[src/rtl/systolic_feed_ctrl_pkg.sv]
// Purpose: shared state encodings, FP32 zero and drain-length helper for the systolic feed controller.
// Latency: n/a (declarations only).
// Backpressure: n/a.
package systolic_feed_ctrl_pkg;

    // Sequencer states, in the order a job walks through them.
    typedef enum logic [2:0] {
        ST_IDLE  = 3'd0,
        ST_CLEAR = 3'd1,
        ST_FEED  = 3'd2,
        ST_DRAIN = 3'd3,
        ST_DONE  = 3'd4
    } state_e;

    // +0.0 in IEEE-754 single; idle lanes carry this so 0*x contributes nothing.
    localparam logic [31:0] FP32_ZERO = 32'h0000_0000;

    // Cycles after the last read until every accumulator is final:
    // 2N covers the worst-case skew plus array traversal, pe_lat the PE pipeline.
    function automatic int drain_len(input int n, input int pe_lat);
        return 2 * n + pe_lat;
    endfunction

endpackage

[src/rtl/systolic_feed_ctrl_if.sv]
// Purpose: bundles start/status, operand-buffer read ports and array edge buses.
// Latency: n/a (wiring only).
// Backpressure: none; buffers answer every read one cycle later.
interface systolic_feed_ctrl_if #(
    parameter int N  = 4,
    parameter int DW = 32,
    parameter int AW = 2
);
    logic                   start;
    logic                   busy;
    logic                   done;
    logic                   pe_clr;
    logic                   a_rd_en;
    logic [AW-1:0]          a_rd_addr;
    logic [N-1:0][DW-1:0]   a_rd_data;
    logic                   b_rd_en;
    logic [AW-1:0]          b_rd_addr;
    logic [N-1:0][DW-1:0]   b_rd_data;
    logic [N-1:0][DW-1:0]   left_data;
    logic [N-1:0][DW-1:0]   top_data;

    // Controller side.
    modport master (
        input  start, a_rd_data, b_rd_data,
        output busy, done, pe_clr,
        output a_rd_en, a_rd_addr, b_rd_en, b_rd_addr,
        output left_data, top_data
    );

    // Host, buffers and array side.
    modport slave (
        output start, a_rd_data, b_rd_data,
        input  busy, done, pe_clr,
        input  a_rd_en, a_rd_addr, b_rd_en, b_rd_addr,
        input  left_data, top_data
    );
endinterface

[src/rtl/systolic_feed_ctrl_skew.sv]
// Purpose: DEPTH-stage data+valid delay line; output forced to +0.0 whenever its valid bit is low.
// Latency: DEPTH cycles from dat_i/vld_i to dat_o.
// Backpressure: none; shifts every cycle, clr_i zeroes every stage synchronously.
module skew_delay_line
    import systolic_feed_ctrl_pkg::*;
#(
    parameter int DEPTH = 1,
    parameter int DW    = 32
) (
    input  logic          clk_i,
    input  logic          clr_i,
    input  logic          vld_i,
    input  logic [DW-1:0] dat_i,
    output logic [DW-1:0] dat_o
);

    logic [DEPTH-1:0]         vld_q;
    logic [DEPTH-1:0][DW-1:0] dat_q;

    // Shift register; invalid samples enter as zero so no stale word can travel down the chain.
    always_ff @(posedge clk_i) begin
        if (clr_i) begin
            vld_q <= '0;
            dat_q <= '0;
        end else begin
            vld_q[0] <= vld_i;
            dat_q[0] <= vld_i ? dat_i : DW'(FP32_ZERO);
            for (int s = 1; s < DEPTH; s++) begin
                vld_q[s] <= vld_q[s-1];
                dat_q[s] <= dat_q[s-1];
            end
        end
    end

    // Final gate on the valid bit: outside its window the lane is exactly +0.0.
    assign dat_o = vld_q[DEPTH-1] ? dat_q[DEPTH-1] : DW'(FP32_ZERO);

endmodule

[src/rtl/systolic_feed_ctrl.sv]
// Purpose: sequences one NxN output-stationary matmul: clear PEs, read A columns/B rows, skew onto array edges, pulse done.
// Latency: done 3N+2+PE_LAT cycles after the start-sampling cycle; lane i/j data appears 4+k+i / 4+k+j cycles after it.
// Backpressure: none; start is ignored while busy and for one cycle after done (no queuing).
module systolic_feed_ctrl
    import systolic_feed_ctrl_pkg::*;
#(
    parameter int N      = 4,
    parameter int DW     = 32,
    parameter int AW     = 2,
    parameter int PE_LAT = 3
) (
    input  logic                 clk_i,
    input  logic                 rst_i,
    systolic_feed_ctrl_if.master bus
);

    localparam int DL = drain_len(N, PE_LAT);
    localparam int CW = $clog2(DL);

    state_e             state_q;
    logic [CW-1:0]      cnt_q;
    logic               hold_q;
    logic               busy_q;
    logic               done_q;
    logic               pe_clr_q;
    logic               rd_en_q;
    logic [AW-1:0]      addr_q;
    logic               rd_vld_q;
    logic [N-1:0][DW-1:0] left_lane;
    logic [N-1:0][DW-1:0] top_lane;

    // Job sequencer with registered outputs. hold_q blocks start in the first
    // IDLE cycle after done, which sets the minimum issue interval.
    always_ff @(posedge clk_i) begin
        if (rst_i) begin
            state_q  <= ST_IDLE;
            cnt_q    <= '0;
            hold_q   <= 1'b0;
            busy_q   <= 1'b0;
            done_q   <= 1'b0;
            pe_clr_q <= 1'b0;
            rd_en_q  <= 1'b0;
            addr_q   <= '0;
        end else begin
            case (state_q)
                ST_IDLE: begin
                    hold_q <= 1'b0;
                    if (bus.start && !hold_q) begin
                        state_q  <= ST_CLEAR;
                        busy_q   <= 1'b1;
                        pe_clr_q <= 1'b1;
                    end
                end
                ST_CLEAR: begin
                    pe_clr_q <= 1'b0;
                    rd_en_q  <= 1'b1;
                    addr_q   <= '0;
                    cnt_q    <= '0;
                    state_q  <= ST_FEED;
                end
                ST_FEED: begin
                    // Address saturates at N-1 so a late strobe can never wrap to row 0.
                    if (addr_q != AW'(N-1)) begin
                        addr_q <= addr_q + 1'b1;
                    end
                    if (cnt_q == CW'(N-1)) begin
                        rd_en_q <= 1'b0;
                        cnt_q   <= '0;
                        state_q <= ST_DRAIN;
                    end else begin
                        cnt_q <= cnt_q + 1'b1;
                    end
                end
                ST_DRAIN: begin
                    if (cnt_q == CW'(DL-1)) begin
                        done_q  <= 1'b1;
                        state_q <= ST_DONE;
                    end else begin
                        cnt_q <= cnt_q + 1'b1;
                    end
                end
                ST_DONE: begin
                    done_q  <= 1'b0;
                    busy_q  <= 1'b0;
                    addr_q  <= '0;
                    cnt_q   <= '0;
                    hold_q  <= 1'b1;
                    state_q <= ST_IDLE;
                end
                default: begin
                    state_q <= ST_IDLE;
                end
            endcase
        end
    end

    // Buffers answer one cycle after the strobe; this marks the cycle their data is real.
    always_ff @(posedge clk_i) begin
        if (rst_i) begin
            rd_vld_q <= 1'b0;
        end else begin
            rd_vld_q <= rd_en_q;
        end
    end

    // Lane g is delayed g+1 cycles so row/column g enters the array g cycles late.
    for (genvar g = 0; g < N; g++) begin : g_lane
        skew_delay_line #(
            .DEPTH (g + 1),
            .DW    (DW)
        ) u_left (
            .clk_i (clk_i),
            .clr_i (rst_i),
            .vld_i (rd_vld_q),
            .dat_i (bus.a_rd_data[g]),
            .dat_o (left_lane[g])
        );

        skew_delay_line #(
            .DEPTH (g + 1),
            .DW    (DW)
        ) u_top (
            .clk_i (clk_i),
            .clr_i (rst_i),
            .vld_i (rd_vld_q),
            .dat_i (bus.b_rd_data[g]),
            .dat_o (top_lane[g])
        );
    end

    assign bus.busy      = busy_q;
    assign bus.done      = done_q;
    assign bus.pe_clr    = pe_clr_q;
    assign bus.a_rd_en   = rd_en_q;
    assign bus.a_rd_addr = addr_q;
    assign bus.b_rd_en   = rd_en_q;
    assign bus.b_rd_addr = addr_q;
    assign bus.left_data = left_lane;
    assign bus.top_data  = top_lane;

endmodule

[src/flat_wrapper.sv]
// flat-port wrapper written by rule: the top's interface ports become plain ports
module systolic_feed_ctrl_flat import systolic_feed_ctrl_pkg::*;
#(
    parameter int N      = 4,
    parameter int DW     = 32,
    parameter int AW     = 2,
    parameter int PE_LAT = 3
)
  (clk_i, rst_i, bus_start, bus_a_rd_data, bus_b_rd_data, bus_busy, bus_done, bus_pe_clr, bus_a_rd_en, bus_a_rd_addr, bus_b_rd_en, bus_b_rd_addr, bus_left_data, bus_top_data);
  systolic_feed_ctrl_if #(.N(N), .DW(DW), .AW(AW)) bus_i ();
  input  logic clk_i;
  input  logic rst_i;
  input wire logic [$bits(bus_i.start)-1:0] bus_start;
  input wire logic [$bits(bus_i.a_rd_data)-1:0] bus_a_rd_data;
  input wire logic [$bits(bus_i.b_rd_data)-1:0] bus_b_rd_data;
  output wire logic [$bits(bus_i.busy)-1:0] bus_busy;
  output wire logic [$bits(bus_i.done)-1:0] bus_done;
  output wire logic [$bits(bus_i.pe_clr)-1:0] bus_pe_clr;
  output wire logic [$bits(bus_i.a_rd_en)-1:0] bus_a_rd_en;
  output wire logic [$bits(bus_i.a_rd_addr)-1:0] bus_a_rd_addr;
  output wire logic [$bits(bus_i.b_rd_en)-1:0] bus_b_rd_en;
  output wire logic [$bits(bus_i.b_rd_addr)-1:0] bus_b_rd_addr;
  output wire logic [$bits(bus_i.left_data)-1:0] bus_left_data;
  output wire logic [$bits(bus_i.top_data)-1:0] bus_top_data;
  assign bus_i.start = bus_start;
  assign bus_i.a_rd_data = bus_a_rd_data;
  assign bus_i.b_rd_data = bus_b_rd_data;
  assign bus_busy = bus_i.busy;
  assign bus_done = bus_i.done;
  assign bus_pe_clr = bus_i.pe_clr;
  assign bus_a_rd_en = bus_i.a_rd_en;
  assign bus_a_rd_addr = bus_i.a_rd_addr;
  assign bus_b_rd_en = bus_i.b_rd_en;
  assign bus_b_rd_addr = bus_i.b_rd_addr;
  assign bus_left_data = bus_i.left_data;
  assign bus_top_data = bus_i.top_data;
  systolic_feed_ctrl #(.N(N), .DW(DW), .AW(AW), .PE_LAT(PE_LAT)) u_core (.clk_i(clk_i), .rst_i(rst_i), .bus(bus_i));
endmodule
[config.mk]
export PLATFORM = sky130hd
export DESIGN_NAME = systolic_feed_ctrl_flat
export DESIGN_NICKNAME = d
export VERILOG_FILES = /design/src/rtl/systolic_feed_ctrl_pkg.sv /design/src/rtl/systolic_feed_ctrl_if.sv /design/src/rtl/systolic_feed_ctrl_skew.sv /design/src/rtl/systolic_feed_ctrl.sv /design/src/flat_wrapper.sv
export SDC_FILE = /design/constraint.sdc
export NUM_CORES = 1
export LEC_CHECK = 0
export ABC_AREA = 1
export CAP_MARGIN = 30
export CORE_MARGIN = 5
export CORE_UTILIZATION = 49
export DETAILED_ROUTE_END_ITERATION = 16
export PLACE_DENSITY_LB_ADDON = 0.05
export SLEW_MARGIN = 15
export SYNTH_ARGS = -nofsm -noshare
export SYNTH_HDL_FRONTEND = slang
export SYNTH_SLANG_ARGS = --single-unit
[constraint.sdc]
create_clock -name clk_i -period 1.46 [get_ports clk_i]
set_clock_uncertainty 0.1 [all_clocks]
set_input_delay 0.292 -clock clk_i [delete_from_list [all_inputs] [get_ports clk_i]]
set_output_delay 0.292 -clock clk_i [all_outputs]
set_load 0.03 [all_outputs]
==> results of run 1 <==
[critical path: cells and delay by family, from the launching register on]
kind	cells	cell delay, ns
buf+inv	4	0.51
flops	1	0.39
simple gates	1	0.06
[worst min-delay path by stage]
| stage | start | end | slack, ns | depth (start not counted) |
|---|---|---|---|---|
| 5_1_grt | bus_a_rd_data[71] | u_core.g_lane[2].u_left.dat_q[7] | 0.11 | 3 |
| 3_5_place_dp | u_core.g_lane[3].u_left.dat_q[56] | u_core.g_lane[3].u_left.dat_q[88] | 0.29 | 2 |
| 6_report | bus_a_rd_data[51] | u_core.g_lane[1].u_left.dat_q[19] | 0.13 | 3 |
| 4_1_cts | bus_b_rd_data[10] | u_core.g_lane[0].u_top.dat_q[10] | 0.10 | 3 |
| 2_1_floorplan | u_core.g_lane[1].u_left.dat_q[0] | u_core.g_lane[1].u_left.dat_q[32] | 0.29 | 2 |
| 3_3_place_gp | u_core.g_lane[3].u_left.dat_q[33] | u_core.g_lane[3].u_left.dat_q[65] | 0.29 | 2 |
[sequential cells by signal, indices dropped and copies added (netlist names)]
name,cells
u_core.cnt_q,4
u_core.state_q,3
u_core.bus.a_rd_addr,2
u_core.g_lane.u_left.dat_q,320
u_core.g_lane.u_left.vld_q,1
u_core.g_lane.u_top.vld_q,3
u_core.bus.pe_clr,1
u_core.bus.busy,1
u_core.hold_q,1
u_core.g_lane.u_top.dat_q,320
u_core.bus.done,1
u_core.bus.a_rd_en,1
u_core.rd_vld_q,1
[layout make-up]
type	instances	share of cell area, %
Antenna cell	12	0.0967
Clock buffer	102	6.55
Clock inverter	12	0.540
Inverter	915	11.1
Multi-Input combinational cell	973	14.3
Sequential cell	659	42.6
Tap cell	546	2.20
Timing Repair Buffer	587	22.6
[where the power goes]
part           leakage, nW  internal, W  switching [W]  total, W
Sequential            5.33       0.0188       0.000373    0.0191
Combinational         9.86      0.00168        0.00187   0.00355
Clock                 1.08       0.0103        0.00669    0.0170
Total                 16.3       0.0307        0.00893    0.0397
[kinds of logic after synthesis]
logic type                 synth area share (%)
and+or+nand+nor                            17.2
buffers and inverters                      19.5
DFF                                        62.7
AOI/OAI and AO/OA                         0.482
adders and majority gates                 0.178
[repair_timing]
| action | CTS | global route |
|---|---|---|
| endpoints found under the hold margin | 12 | 0 |
| pin swaps | 0 | 4 |
| hold buffers | 1 | 0 |
| endpoints found under the setup margin | 265 | 270 |
| cloned | 3 | 19 |
| setup buffers | 1 | 11 |
| gates resized for setup | 178 | 447 |
[through the flow]
stage	std cells	util [%]	setup slack, ns	total power, W
2_1_floorplan	2650	-	0.0541	0.0211
3_3_place_gp	3645	62.3	-0.0359	0.0223
3_5_place_dp	3645	62.3	-0.0265	0.0224
4_1_cts	3764	68.4	-0.472	0.0395
5_1_grt	3804	72.5	-0.526	0.0413
6_report	3806	72.5	-0.457	0.0397
[routing by layer]
layer / up-vias / track usage (%) / wire (µm)
met3: 134 / 7.33 / 4270
li1: 8167 / - / -
met1: 7123 / 23.0 / 20200
met5: - / 0 / 114
met2: 458 / 37.8 / 28000
met4: 16 / 8.51 / 2050
[cell usage in the layout, fill, tap and decap left out, drive strengths merged, types with 3 or more instances in the layout]
cell and count:
clkbuf 117, bufinv 4, a21oi 10, diode 12
ha 3, nand3 7, nand2 281, clkinv 6
clkdlybuf4s50 257, o21ai 8, nor2 660, dfxtp 659
buf 314, inv 917
==> flow_summary.json, run 1 <==
{
  "drive_above_1_share_pct": 22.5,
  "seq_area_mm2": 0.0132,
  "critPathCaptureType": "output port",
  "required_ns": 1.07,
  "grt_pass1_vias": 15200,
  "final_area_mm2": 0.0310,
  "yosysTopAreaCell": "dfxtp_1",
  "cts_root_buf": "clkbuf_16",
  "startpoint": "u_core.g_lane[3].u_top.vld_q[1]",
  "min_period_ns": 1.92,
  "pwr_density_cell_mw_per_mm2": 1280,
  "crit_chain": "buf_12, clkbuf_16, nand2_1, inv_1, buf_6",
  "slowest_delay_ns": 0.39,
  "fin_setup_tns_ns": -102.55,
  "cts.path.max_buffers": 3,
  "finalSetupViolCount": 256,
  "crit_type": "reg -> out",
  "clk_latency_ns": 0.57,
  "r2r_end": "u_core.cnt_q[3]",
  "ys_top_cells_by_count": "inv_1, dfxtp_1, nor2_1",
  "crit_path_start_kind": "register",
  "async_reset_ff_share_pct": 0,
  "wirelength_um": 54700,
  "seq_area_frac_synth_pct": 62.7,
  "yosysWarningCount": 0,
  "htreeDepth": 3,
  "status": "complete, but fails checks",
  "drcViolationCount": 0,
  "synth_edf_count": 0,
  "num-nets-final": 3465,
  "synth_top_area_share_pct": 62.7,
  "post-dp-hpwl_um": 36800,
  "cp-endpoint": "bus_top_data[39]",
  "multi_input_area_mm2": 0.00443,
  "p_leak_nw": 16.3,
  "dominantRegCellSynth": "dfxtp_1",
  "synth_cells": 2650,
  "slew_viol_final": 0,
  "dieArea_mm2": 0.0472,
  "grt_setup_unrepaired": "true",
  "die_w_um": 217,
  "timing.hold.ws_ns": 0.134,
  "grtUsageTotal_pct": 21.2,
  "io_pins": 524,
  "via_per_inst": 4.18,
  "first_pass_iters": 5,
  "yosysMostFrequentCell": "inv_1",
  "min_period_over_period_pct": 131,
  "rows": 76,
  "relSlewSlack_pct": 81.3,
  "numCtsBuffers": 67,
  "place_congestion": 0.919,
  "path_max_fanout": 10,
  "fmax_mhz": 522,
  "worst_hold_path_type": "in -> reg",
  "worstReg2RegStart": "u_core.cnt_q[0]",
  "postSynthAreaPerCell_um2": 7.94,
  "r2r_cells": 7,
  "drt_iter0_markers": 790,
  "start_util_pct": 49.2,
  "fp.dieH_um": 217,
  "io_buffers": 523,
  "ir_drop_uv": 1060,
  "grt_pass1_wl_um": 78900,
  "grt_remaining_overflow": 0,
  "vias": 15900,
  "postPlaceCellArea_mm2": 0.0267,
  "synth_area_mm2": 0.0210,
  "synth.distinct_cells": 22,
  "maxCapViolations": 0,
  "r2r_slack_ns": 0.04,
  "arrival_ns": 1.53,
  "area_delta_synth_final_pct": 47.6,
  "synth_area_leaders": "dfxtp_1, inv_1, nor2_1, nand2_1, buf_6",
  "cts_tree": "done",
  "n_fill_cell": 3232,
  "cts.sinks": 659,
  "hold_violations": 0,
  "slowest_stage": "dfxtp_4",
  "clkSlewWorstSetupHoldPaths_ns": 0.06,
  "postRouteAntennaNets": 0,
  "grt_max_degree": 60,
  "worst_slew_pin_slew_ns": 0.280,
  "antenna_found_initial": 20,
  "violations": "negative setup slack",
  "ys_ff_latch": 659,
  "worst_slack_ns": -0.457,
  "wire_per_inst_um": 14.4,
  "core_mm2": 0.0428,
  "synth_fp_nets": 2912
}
(Power assumes the default switching activity.)
==> run 2: changes to the inputs <==
PLACE_DENSITY_LB_ADDON = 0.25   (was 0.05)
==> flow_summary.json, run 2 (synthesized netlist as in run 1, its figures left out) <==
{
  "mostFrequentLayoutCell": "inv_1",
  "fp.dieH_um": 217,
  "power_switching_w": 0.00887,
  "postRouteAntennaNets": 0,
  "pwr_density_cell_mw_per_mm2": 1300,
  "crit_path_start_kind": "register",
  "fmax_mhz": 523,
  "relSlewSlack_pct": 81.4,
  "drive_above_1_share_pct": 21.4,
  "status": "complete, but fails checks",
  "path_max_fanout": 5,
  "worst_slew_pin_slew_ns": 0.278,
  "grt_max_degree": 65,
  "core_mm2": 0.0428,
  "worstReg2RegStart": "u_core.state_q[0]",
  "worst_slack_ns": -0.451,
  "num-nets-final": 3467,
  "grt_pass1_wl_um": 78800,
  "cts_root_buf": "clkbuf_16",
  "area_delta_synth_final_pct": 45.3,
  "vias": 16000,
  "swShare_pct": 22.3,
  "required_ns": 1.07,
  "clkSlewWorstSetupHoldPaths_ns": 0.06,
  "r2r_cells": 8,
  "largestRegisters": "u_core.g_lane.u_left.dat_q: 320 flops, u_core.g_lane.u_top.dat_q: 320 flops, u_core.cnt_q: 4 flops",
  "cts_tree": "done",
  "final_area_mm2": 0.0306,
  "critPathCaptureType": "output port",
  "postPlaceCellArea_mm2": 0.0267,
  "fin_cells": 3809,
  "numCtsBuffers": 66,
  "power_frac_comb_pct": 8.6,
  "grtUsageTotal_pct": 20.9,
  "wire_per_inst_um": 14.2,
  "p_leak_nw": 15.8,
  "crit_type": "reg -> out",
  "finalSetupViolCount": 256,
  "first_pass_iters": 5,
  "final_cell_mix": "inv_1, nor2_1, dfxtp_1, clkdlybuf4s50_1, nand2_1",
  "cts.sinks": 659,
  "min_period_over_period_pct": 131,
  "via_per_inst": 4.20,
  "min_period_ns": 1.91,
  "rows": 76,
  "clockPowerShare_pct": 43.3,
  "dp_cells": 3652,
  "worst_hold_path_type": "in -> reg",
  "grt_setup_unrepaired": "true",
  "slew_viol_final": 0,
  "holdCritStartpoint": "bus_a_rd_data[49]",
  "n_fill_cell": 3079,
  "grt_remaining_overflow": 0,
  "maxCapViolations": 0,
  "die_w_um": 217,
  "timing.hold.ws_ns": 0.136,
  "arrival_ns": 1.52,
  "drcViolationCount": 0,
  "io_pins": 524,
  "cts.path.max_buffers": 3,
  "violations": "negative setup slack",
  "pre_cts_slack_ns": -0.00698,
  "seqPwrFrac_pct": 48.2,
  "htreeDepth": 3,
  "place_congestion": 0.893,
  "clk_latency_ns": 0.57,
  "post-dp-hpwl_um": 36100,
  "drt_iter0_markers": 801,
  "whs_path_depth": 3,
  "startpoint": "u_core.g_lane[3].u_top.vld_q[2]",
  "grt_pass1_vias": 15700,
  "dieArea_mm2": 0.0472,
  "fin_setup_tns_ns": -96.57,
  "io_buffers": 523,
  "wirelength_um": 54000,
  "antenna_found_initial": 9,
  "start_util_pct": 49.2,
  "cellInternalPower_w": 0.0308,
  "hold_violations": 0,
  "ir_drop_uv": 1060
}
run 2: changes by cell type in the layout (fill, tap and decap cells not counted), sizes merged:
cell,before,now
clkinvlp,0,3
clkbuf,117,104
clkinv,6,7
diode,12,8
buf,314,327
inv,917,918
bufinv,4,6
run 2: timing repair:
action                     in CTS  in global routing
setup endpoints to repair     265                271
hold buffers                    1                  0
hold endpoints to repair        1                  0
gates resized for setup       169                355
pin swaps                       0                  2
buffers inserted                3                 16
cloned                          3                  9
run 2: final cells by class:
cell class	count	area, µm²	share of cell area, %
flip-flops and latches	659	13200	43.3
repair buffers	590	6720	22.0
multi-input cells	973	4220	13.8
inverters	915	3450	11.3
clock buffers	99	1980	6.48
well taps	546	683	2.23
clock inverters	19	267	0.872
diodes	8	20.0	0.0655
run 2: power groups by stage:
stage	combinational, W	sequential [W]	clock [W]
finish	0.00339	0.0191	0.0172
global route	0.00372	0.0192	0.0183
CTS	0.00308	0.0191	0.0175
detailed placement	0.00301	0.0194	0
global placement	0.00291	0.0194	0
floorplan	0.00166	0.0194	0
run 2: per-layer routing:
metal,GRT usage (%),wire length [µm],vias to the layer above
met4,10.2,2590,4
met5,0,27,-
met2,37.9,28100,473
li1,-,-,8168
met3,6.84,3910,151
met1,21.9,19400,7211
run 2: path summary, 6_finish.rpt:
check	end	slack (ns)
min	u_core.g_lane[1].u_left.dat_q[17]	0.14
min reg2reg	u_core.g_lane[1].u_top.dat_q[54]	0.29
max	bus_top_data[64]	-0.45
max reg2reg	u_core.cnt_q[2]	0.07
run 2: critical path: stages (launching register included):
cell,delay (ns)
dfxtp_4,0.39
buf_8,0.15
buf_6,0.14
nand2_1,0.07
inv_2,0.07
buf_12,0.11
run 2: metrics by stage:
stage | util, % | power (W)
2_1_floorplan | - | 0.0211
3_3_place_gp | 62.5 | 0.0223
3_5_place_dp | 62.5 | 0.0225
4_1_cts | 68.8 | 0.0396
5_1_grt | 71.4 | 0.0412
6_report | 71.4 | 0.0397
==> run 3: changes to the inputs <==
CAP_MARGIN = unset   (was 30)
==> results of run 3 <==
Same layout as run 2: the final DEF is identical, and so are final timing and power.
